--- config.mk ---
export PLATFORM = sky130hd
export DESIGN_NAME = full_calc_core
export DESIGN_NICKNAME = d
export VERILOG_FILES = /design/src/rtl/full_calc_core.sv
export SDC_FILE = /design/constraint.sdc
export NUM_CORES = 1
export LEC_CHECK = 0
export CAP_MARGIN = 20
export CELL_PAD_IN_SITES_DETAIL_PLACEMENT = 1
export CELL_PAD_IN_SITES_GLOBAL_PLACEMENT = 1
export CORE_MARGIN = 2
export CORE_UTILIZATION = 42
export DETAILED_ROUTE_END_ITERATION = 8
export GPL_ROUTABILITY_DRIVEN = 1
export PLACE_DENSITY = 0.82
export SYNTH_ARGS = -nofsm -noshare
export SYNTH_HDL_FRONTEND = slang
export SYNTH_SLANG_ARGS = --single-unit
--- constraint.sdc ---
create_clock -name clk -period 2.23 [get_ports clk]
set_input_delay 0.446 -clock clk [delete_from_list [all_inputs] [get_ports clk]]
set_output_delay 0.446 -clock clk [all_outputs]
set_load 0.005 [all_outputs]
--- src/rtl/full_calc_core.sv ---
// Control unit and datapath of a 4-bit calculator: one-shot small ALU
// (add/sub/and/xor) or a 4-step restoring divider, result written as two nibbles.
module full_calc_core (
    input  logic       clk,
    input  logic       rst,
    input  logic       Go,
    input  logic [3:0] A,
    input  logic [3:0] B,
    input  logic [2:0] Op,
    output logic [3:0] H_Out,
    output logic [3:0] L_Out,
    output logic       Done,
    output logic       div_Err,
    output logic [3:0] CS,
    output logic [2:0] F_Q
);

    typedef enum logic [3:0] {
        S_IDLE     = 4'd0,
        S_DECODE   = 4'd1,
        S_SC_RUN   = 4'd2,
        S_SC_WAIT  = 4'd3,
        S_DIV_RUN  = 4'd4,
        S_DIV_WAIT = 4'd5,
        S_DIV_ERR  = 4'd6,
        S_WRITE    = 4'd7,
        S_DONE     = 4'd8
    } state_t;

    state_t      state_q, state_d;
    logic [3:0]  x_q, x_d;
    logic [3:0]  y_q, y_d;
    logic [2:0]  fop_q, fop_d;
    logic [3:0]  h_q, h_d;
    logic [3:0]  l_q, l_d;
    logic        err_q, err_d;
    logic [7:0]  sc_res_q, sc_res_d;
    logic [3:0]  rem_q, rem_d;
    logic [3:0]  quo_q, quo_d;
    logic [1:0]  cnt_q, cnt_d;

    logic        load_ops;
    logic        sm_calc_go;
    logic        div_go;
    logic        div_step;
    logic        div_done;
    logic        out_en;
    logic        set_err;
    logic [1:0]  sel_h, sel_l;

    // Control FSM: next state and one-cycle strobes
    always_comb begin
        state_d    = state_q;
        load_ops   = 1'b0;
        sm_calc_go = 1'b0;
        div_go     = 1'b0;
        div_step   = 1'b0;
        div_done   = 1'b0;
        out_en     = 1'b0;
        set_err    = 1'b0;
        case (state_q)
            S_IDLE: begin
                if (Go) begin
                    load_ops = 1'b1;
                    state_d  = S_DECODE;
                end
            end
            S_DECODE: begin
                if (fop_q <= 3'd3)      state_d = S_SC_RUN;
                else if (fop_q == 3'd4) state_d = (y_q != 4'd0) ? S_DIV_RUN : S_DIV_ERR;
                else                    state_d = S_WRITE;
            end
            S_SC_RUN: begin
                sm_calc_go = 1'b1;
                state_d    = S_SC_WAIT;
            end
            S_SC_WAIT:  state_d = S_WRITE;
            S_DIV_RUN: begin
                div_go  = 1'b1;
                state_d = S_DIV_WAIT;
            end
            S_DIV_WAIT: begin
                div_step = 1'b1;
                if (cnt_q == 2'd3) begin
                    div_done = 1'b1;
                    state_d  = S_WRITE;
                end
            end
            S_DIV_ERR: begin
                set_err = 1'b1;
                state_d = S_WRITE;
            end
            S_WRITE: begin
                out_en  = 1'b1;
                state_d = S_DONE;
            end
            S_DONE: begin
                if (!Go) state_d = S_IDLE;
            end
            default: state_d = S_IDLE;
        endcase
    end

    // Operand/opcode latch and error flag
    always_comb begin
        x_d   = x_q;
        y_d   = y_q;
        fop_d = fop_q;
        err_d = err_q;
        if (load_ops) begin
            x_d   = A;
            y_d   = B;
            fop_d = Op;
            err_d = 1'b0;
        end
        if (set_err) err_d = 1'b1;
    end

    // Small ALU, registered at the end of SC_RUN
    always_comb begin
        logic [4:0] sum;
        sum      = {1'b0, x_q} + {1'b0, y_q};
        sc_res_d = sc_res_q;
        if (sm_calc_go) begin
            case (fop_q)
                3'd0:    sc_res_d = {3'b000, sum[4], sum[3:0]};
                3'd1:    sc_res_d = {(x_q < y_q) ? 4'h1 : 4'h0, x_q - y_q};
                3'd2:    sc_res_d = {4'h0, x_q & y_q};
                3'd3:    sc_res_d = {4'h0, x_q ^ y_q};
                default: sc_res_d = '0;
            endcase
        end
    end

    // Restoring divider; the shifted partial remainder needs a 5th bit before the compare
    always_comb begin
        logic [4:0] rem_sh;
        rem_sh = {rem_q, quo_q[3]};
        rem_d  = rem_q;
        quo_d  = quo_q;
        cnt_d  = cnt_q;
        if (div_go) begin
            rem_d = '0;
            quo_d = x_q;
            cnt_d = '0;
        end else if (div_step) begin
            if (rem_sh >= {1'b0, y_q}) begin
                rem_d = 4'(rem_sh - {1'b0, y_q});
                quo_d = {quo_q[2:0], 1'b1};
            end else begin
                rem_d = rem_sh[3:0];
                quo_d = {quo_q[2:0], 1'b0};
            end
            cnt_d = cnt_q + 2'd1;
        end
    end

    // Output selects: 0 zero, 1 small ALU, 2 quotient, 3 remainder
    always_comb begin
        sel_h = 2'd0;
        sel_l = 2'd0;
        if (fop_q <= 3'd3) begin
            sel_h = 2'd1;
            sel_l = 2'd1;
        end else if (fop_q == 3'd4 && !err_q) begin
            sel_h = 2'd3;
            sel_l = 2'd2;
        end
        h_d = h_q;
        l_d = l_q;
        if (out_en) begin
            case (sel_h)
                2'd1:    h_d = sc_res_q[7:4];
                2'd2:    h_d = quo_q;
                2'd3:    h_d = rem_q;
                default: h_d = '0;
            endcase
            case (sel_l)
                2'd1:    l_d = sc_res_q[3:0];
                2'd2:    l_d = quo_q;
                2'd3:    l_d = rem_q;
                default: l_d = '0;
            endcase
        end
    end

    always_ff @(posedge clk or negedge rst) begin
        if (!rst) begin
            state_q  <= S_IDLE;
            x_q      <= '0;
            y_q      <= '0;
            fop_q    <= '0;
            err_q    <= 1'b0;
            sc_res_q <= '0;
            rem_q    <= '0;
            quo_q    <= '0;
            cnt_q    <= '0;
            h_q      <= '0;
            l_q      <= '0;
        end else begin
            state_q  <= state_d;
            x_q      <= x_d;
            y_q      <= y_d;
            fop_q    <= fop_d;
            err_q    <= err_d;
            sc_res_q <= sc_res_d;
            rem_q    <= rem_d;
            quo_q    <= quo_d;
            cnt_q    <= cnt_d;
            h_q      <= h_d;
            l_q      <= l_d;
        end
    end

    assign H_Out   = h_q;
    assign L_Out   = l_q;
    assign Done    = (state_q == S_DONE);
    assign div_Err = err_q;
    assign CS      = state_q;
    assign F_Q     = fop_q;

endmodule

# Yosys cells after proc, flatten, opt, wreduce, memory -nomap -nowiden
# Cells that the tools add are included.
[totals]
ff_bits = 42
input_bits = 14
out_inout_bits = 17
word_cells = 83
[classes]
addsub = 4
order_cmp = 3
n_eq_ne = 22
mux = 32
bitwise_logic = 2
reduce_logical = 9
[op_table]
columns = ["operator", "count"]
rows = [
  ["4-bit two-way mux", 8],
  ["4-bit one-hot mux with 8 select lines", 1],
  ["4-bit one-hot mux with 3 select lines", 2],
  ["5-bit one-hot mux with 4 select lines", 1],
  ["4-bit by 3-bit equality test with 1-bit output (second input constant)", 4],
  ["2-bit two-way mux", 8],
  ["1-bit two-way mux", 11],
  ["2-bit equality test (second input constant)", 5],
  ["4-bit by 2-bit equality test with 1-bit output (second input constant)", 2],
  ["4-bit subtractor", 2],
  ["3-bit by 2-bit equality test with 1-bit output (second input constant)", 2],
  ["2-bit != test (second input constant)", 3],
  ["4-bit by 4-bit adder with 5-bit output", 1],
  ["5-bit by 4-bit greater-or-equal comparator with 1-bit output", 1],
  ["4-bit bitwise AND", 1],
  ["2-bit by 1-bit equality test with 1-bit output (second input constant)", 2],
  ["4-bit by 1-bit equality test with 1-bit output (second input constant)", 1],
  ["4-bit equality test (second input constant)", 1],
  ["4-bit logical NOT", 1],
  ["4-bit < comparator", 1],
  ["2-bit nonzero test", 2],
  ["4-bit nonzero test", 1],
  ["4-bit bitwise XOR", 1],
  ["3-bit by 1-bit equality test with 1-bit output (second input constant)", 1],
  ["9 further kinds", 9],
]

# Logic depth before layout (Yosys ltp)
# Gate-level depths: netlist of the first run.
[logic_depth]
ltp_word = 6
mapped_depth = 8
mapped_depth_nobuf = 8

# Least setup slack after synthesis of the first run
# Ideal clock, no wire load.
[synth_path]
path_kind = "register -> register"
start = "register y_q[1]"
end = "register sc_res_q[3]"
setup_ns = 0.080
arrival_ns = 1.783
required_time_ns = 2.150
path_slack_ns = 0.366
path_stages_with_launch = 8
n_path_buf = 0
period_less_slack_ns = 1.864
cell_sequence = "dfrtp_1 -> inv_1 -> ha_1 -> nand2b_1 -> a21o_1 -> a22oi_1 -> mux2_2 -> nor3_2"
[synth_via]
elab_chain_cells = 2
elab_cells_between_ends = 3
cone_classes = "add/sub (2); mux (1)"
[synth_rtl]
columns = ["element", "line", "text"]
rows = [
  ["start, declared", "32", "logic [3:0] y_q, y_d;"],
  ["start signal, assigned", "203", "y_q <= y_d;"],
  ["4-bit subtractor / 4-bit by 4-bit adder with 5-bit output (equally long branches)", "127, 122", ""],
  ["5-bit one-hot mux with 4 select lines *", "125", "case (fop_q)"],
  ["end signal, assigned", "206", "sc_res_q <= sc_res_d;"],
  ["end, declared", "37", "logic [7:0] sc_res_q, sc_res_d;"],
]
# Every way passes the cells marked *; elsewhere a longest branch is shown, timed or not.
# A chain may end at the register's enable or synchronous reset.

# Final worst setup path of the first run
[layout_path]
start = "register state_q[3], in the netlist CS[3]"
end = "output Done"
[layout_via]
elab_chain_cells = 1
[layout_rtl]
columns = ["element", "line", "text"]
rows = [
  ["start, declared", "30", "state_t state_q, state_d;"],
  ["start signal, assigned", "201", "state_q <= state_d;"],
  ["4-bit equality test", "217", "assign Done = (state_q == S_DONE);"],
  ["end, declared", "12", "output logic Done,"],
]
# No other way between the ends.

==> results.json, run 1 <==
{
  "cts.clk_slew.worst_paths_ns": 0.08,
  "portBuffers": 30,
  "ys_seq_area_share_pct": 42.0,
  "cp-start-kind": "flip-flop",
  "synth-edff-count": 0,
  "hold_violations": 0,
  "skew_ns": 0.0109,
  "cts_buffer_depth": 2,
  "drc": 0,
  "p_per_area_nw_per_um2": 1560,
  "fp.dieW_um": 78.4,
  "cts_sinks": 39,
  "p_comb_share_pct": 55.1,
  "met2_usage_pct": 36.7,
  "dr.pass1.iters": 4,
  "clkPwrFrac_pct": 14.4,
  "dieArea_um2": 6150,
  "synth_top_area_share_pct": 42.0,
  "drv_slew": 0,
  "antenna_cells": 0,
  "synth-seq-cells": 39,
  "antenna_found_initial": 0,
  "period_share_pct": 94.0,
  "synthDistinctLibCells": 44,
  "row_count": 27,
  "switching_share_pct": 43.2,
  "slowest_delay_ns": 0.55,
  "cts_made_buffers": 5,
  "power.internal_mw": 2.48,
  "clkLatencyLatePin_ns": 0.30,
  "root_buffer": "clkbuf_8",
  "fmax_mhz": 477,
  "final_nets": 303,
  "via_count": 1834,
  "detailed_place_hpwl_mm": 4.28,
  "worst-setup-path-type": "flip-flop to output pin",
  "required_ns": 1.78,
  "end_kind": "output pin",
  "min_period_ns": 2.10,
  "busiest_layer": "met2",
  "drtIter0Drc": 44,
  "h-tree-depth": 2,
  "synth_area_leader_cell": "dfrtp_1",
  "postCtsHoldBufs": 0,
  "synth.area.top_cells": "dfrtp_1, ha_1, nand2_1",
  "worst_pin_slew_ns": 0.586,
  "ir_worst_vdd_v": 0.000763,
  "overflow": 0,
  "cts_resized": 0,
  "avgSynthCellArea_um2": 9.65,
  "grt_max_degree": 21,
  "ios": 31,
  "met3_usage_pct": 3.56,
  "ys_warn_count": 0,
  "worstHoldPathType": "input pin to asynchronous set/reset pin",
  "ant_nets": 0,
  "whs_ns": 0.101,
  "register_area_um2": 976,
  "initial_core_util_pct": 42.7,
  "status": "finished clean",
  "post_cts_buffers": 0,
  "wirelength_mm": 5.67,
  "setup_violations": 0,
  "tns_ns": 0,
  "gp_congestion": 0.860,
  "grt_pass1_vias": 2059,
  "chipHeight_um": 78.4,
  "max-slew-margin-rel_pct": 60.9,
  "grt_pass1_wl_mm": 9.94,
  "globalRouteTotalUtil_pct": 21.0,
  "syn_nets": 271,
  "wl_per_cell_um": 16.4,
  "fillers": 624,
  "ys.flop_type": "dfrtp_1",
  "synth.most_common_cell": "dfrtp_1",
  "vias_per_cell": 5.30,
  "p_leak_nw": 1.24,
  "arrival_ns": 1.65,
  "core-area_um2": 5440,
  "netlist_instances": 241,
  "synthArstFlopShare_pct": 100,
  "area_delta_synth_final_pct": 20.7,
  "drive_gt1_share_pct": 10.9,
  "cp_slowest_cell": "clkdlybuf4s50_1",
  "cp_cell_sequence": "nor4b_2 -> clkdlybuf4s50_1",
  "synthesis.area_um2": 2320,
  "cap_violations": 0,
  "power_frac_seq_pct": 30.5,
  "crit_path_max_fanout": 7,
  "power.switching_mw": 1.89,
  "cts_tree": "done",
  "grt_setup_unrepaired": "false",
  "multiInputGateArea_um2": 1220,
  "synthTopCellsByCount": "dfrtp_1, nand2_1, nor2_1",
  "use_met1_pct": 26.2
}
[worst max-delay path, delay by kind of cell (launching register included)]
kind / cells / cell delay, ns
buf+inv: 1 / 0.55
flops: 1 / 0.50
simple gates: 1 / 0.29
[power by group through the flow]
stage | logic, mW | clock network, mW | registers, mW
2_1_floorplan | 1.71 | 0 | 1.26
4_1_cts | 2.44 | 0.647 | 1.34
5_1_grt | 2.72 | 0.669 | 1.38
3_3_place_gp | 2.30 | 0 | 1.34
6_report | 2.41 | 0.628 | 1.33
3_5_place_dp | 2.40 | 0 | 1.35
[metrics by stage]
step	instances	cell area [um^2]	setup WS, ns	power (mW)	util (%)
final	346	2810	0.134	4.37	51.6
after global routing	346	2810	0.0383	4.77	51.6
after CTS	346	2810	0.103	4.42	51.6
after detailed placement	338	2690	0.200	3.75	49.4
after global placement	338	2690	0.281	3.64	49.4
after floorplan	241	2320	0.366	2.97	-
[logic make-up after synthesis]
family                     count (synthesis)  synth area share [%]
AOI/OAI and AO/OA                         58                  15.2
adders and majority gates                 16                  9.58
and+or+nand+nor                           91                  20.5
xor gates and xnor gates                   1                 0.377
DFF                                       39                  42.0
buffers and inverters                     22                  5.33
muxes                                     14                  7.00
[area by class of cell]
cell class                      instances  area share [%]
Inverter                               10            1.34
Clock inverter                          2            1.25
Clock buffer                            6            2.94
Sequential cell                        39            34.8
Timing Repair Buffer                   37            12.8
Multi-Input combinational cell        180            43.6
Tap cell                               72            3.21
[cell usage in the layout (no fill, tap or decap), types with 3 or more instances in the layout]
cell type / Yosys / routed
dfrtp_1: 39 / 39
ha_1: 13 / 13
clkdlybuf4s50_1: 0 / 29
o21ai_0: 14 / 14
a21oi_1: 13 / 13
nor2_1: 20 / 20
clkbuf_8: 0 / 6
fa_1: 3 / 3
o21ai_1: 16 / 16
o31ai_1: 4 / 4
inv_1: 10 / 10
mux2i_1: 5 / 5
mux2_1: 7 / 7
buf_4: 1 / 6
or3_1: 3 / 3
nand2_1: 37 / 37
nor2b_1: 7 / 7
nand2b_1: 4 / 4
[sequential cells by signal (all words and copies together) (netlist names)]
name and flops:
div_Err 1, L_Out 4, H_Out 4, sc_res_q 5, CS 4, rem_q 4
x_q 4, F_Q 3, y_q 4, cnt_q 2, quo_q 4
[worst paths after layout]
check / cells after the start / end / start / slack (ns)
max in group asynchronous: 2 / H_Out[1]$_DFFE_PN0P_ / rst / 1.64
min: 1 / x_q[2]$_DFFE_PN0P_ / rst / 0.10
max reg2reg: 7 / sc_res_q[3]$_DFFE_PN0N_ / y_q[1]$_DFFE_PN0P_ / 0.22
min in group clk: 2 / sc_res_q[0]$_DFFE_PN0N_ / sc_res_q[0]$_DFFE_PN0N_ / 0.47
min reg2reg: 2 / sc_res_q[0]$_DFFE_PN0N_ / sc_res_q[0]$_DFFE_PN0N_ / 0.47
max: 2 / Done / CS[3]$_DFFE_PN0P_ / 0.13
[per-layer routing]
metal,vias to the layer above,wire (um)
li1,894,-
met1,903,2550
met2,29,2880
met3,8,154
met4,0,83
met5,-,0
No activity file was read; power rests on OpenSTA's default activity.
==> run 2: changes to the inputs <==
- PLACE_DENSITY: 0.82 -> 0.83
==> results.json, run 2 (synthesis results as in run 1) <==
{
  "cap_violations": 0,
  "cp-start-kind": "flip-flop",
  "arrival_ns": 1.65,
  "worstHoldPathType": "input pin to asynchronous set/reset pin",
  "overflow": 0,
  "largest_register": "sc_res_q",
  "dieArea_um2": 6150,
  "ir_worst_vdd_v": 0.000777,
  "drv_slew": 0,
  "vias_per_cell": 5.38,
  "hold_violations": 0,
  "cts_tree": "done",
  "p_per_area_nw_per_um2": 1560,
  "gp_congestion": 0.886,
  "max-slew-margin-rel_pct": 62.4,
  "fin_util_pct": 51.7,
  "finalPower_mw": 4.38,
  "post_cts_buffers": 0,
  "setup_ws_ns": 0.136,
  "cp_cell_sequence": "nor4b_2 -> clkdlybuf4s50_1",
  "min_period_ns": 2.09,
  "drtIter0Drc": 76,
  "fmax_mhz": 478,
  "globalRouteTotalUtil_pct": 21.5,
  "worst-setup-path-type": "flip-flop to output pin",
  "grt_setup_unrepaired": "false",
  "grt_pass1_vias": 1993,
  "wirelength_mm": 5.68,
  "drive_gt1_share_pct": 11.3,
  "antenna_cells": 0,
  "cpLargestDelayFamily": "buffers and inverters",
  "ant_nets": 0,
  "antenna_found_initial": 0,
  "clkLatencyLatePin_ns": 0.30,
  "detailed_place_hpwl_mm": 4.32,
  "drc": 0,
  "postCtsHoldBufs": 0,
  "path_buf_inv": 1,
  "initial_core_util_pct": 42.7,
  "h-tree-depth": 2,
  "period_share_pct": 93.9,
  "final_common_cell": "dfrtp_1",
  "ios": 31,
  "grt_max_degree": 21,
  "portBuffers": 30,
  "row_count": 27,
  "via_count": 1867,
  "layout_common_cells": "dfrtp_1, nand2_1, clkdlybuf4s50_1",
  "core-area_um2": 5440,
  "slowest_delay_ns": 0.55,
  "cts.clk_slew.worst_paths_ns": 0.08,
  "status": "finished clean",
  "cts_resized": 0,
  "root_buffer": "clkbuf_8",
  "worst_pin_slew_ns": 0.550,
  "area_delta_synth_final_pct": 21.0,
  "grt_pass1_wl_mm": 10.1,
  "cts_buffer_depth": 2,
  "fp.dieW_um": 78.4,
  "final_nets": 304,
  "largest_reg_flops": 5,
  "end_kind": "output pin",
  "crit_path_max_fanout": 5,
  "required_ns": 1.78,
  "place_worst_setup_slack_ns": 0.198,
  "instances_no_fill": 347,
  "cp_slowest_cell": "clkdlybuf4s50_1",
  "skew_ns": 0.00904,
  "post-place-cells": 339,
  "p_leak_nw": 1.24,
  "cts_made_buffers": 5,
  "tns_ns": 0,
  "dr.pass1.iters": 4,
  "chipHeight_um": 78.4,
  "setup_violations": 0,
  "wl_per_cell_um": 16.4,
  "cts_sinks": 39
}
-- run 2: cell types whose count changed in the layout (fill, tap and decap cells not counted), sizes merged --
cell	before	now
buf	8	9
-- run 2: routing by layer --
layer / share of wire (%) / global-route usage [%]
met3: 2.5 / 4.37
met2: 52 / 36.7
met5: 0 / 0
met4: 1.6 / 6.84
met1: 44 / 27.3
-- run 2: report_power, final --
group | leakage (nW) | internal [mW] | switching [mW] | total, mW
sequential | 0.497 | 1.01 | 0.329 | 1.34
combinational | 0.685 | 1.11 | 1.31 | 2.42
clock | 0.0612 | 0.362 | 0.264 | 0.626
total | 1.24 | 2.48 | 1.90 | 4.38
-- run 2: metrics by stage --
step	hold slack, ns	cell area, um^2
after floorplan	0.150	2320
after global placement	0.443	2700
after detailed placement	0.449	2700
after CTS	0.115	2810
after global routing	0.124	2810
final	0.110	2810
-- run 2: path summary, 6_finish.rpt --
check	start	to	slack, ns	depth (start not counted)
min	rst	H_Out[3]$_DFFE_PN0P_	0.11	1
max in group asynchronous	rst	CS[2]$_DFFE_PN0P_	1.63	2
max reg2reg	y_q[1]$_DFFE_PN0P_	sc_res_q[3]$_DFFE_PN0N_	0.18	7
min reg2reg	H_Out[3]$_DFFE_PN0P_	H_Out[3]$_DFFE_PN0P_	0.48	2
max	CS[0]$_DFFE_PN0P_	Done	0.14	2
min in group clk	H_Out[3]$_DFFE_PN0P_	H_Out[3]$_DFFE_PN0P_	0.48	2
-- run 2: layout make-up --
type | count | area [um^2]
clock inverter | 2 | 35.0
fill | 638 | 2630
inverter | 10 | 37.5
clock buffer | 6 | 82.6
sequential | 39 | 976
tap | 72 | 90.1
timing repair buffer | 38 | 368
multi-input combinational | 180 | 1220
-- run 2: worst reg2reg max path, stage by stage (launching register included) --
cell and delay (ns):
dfrtp_1 0.43, inv_1 0.22, ha_1 0.31, nand2b_1 0.15
a21o_1 0.18, a22oi_1 0.16, mux2_2 0.37, nor3_2 0.16
==> run 3: changes to the inputs <==
- SLEW_MARGIN: unset -> 10
==> results of run 3 <==
No change in the layout: final DEF, timing and power equal those of run 2.
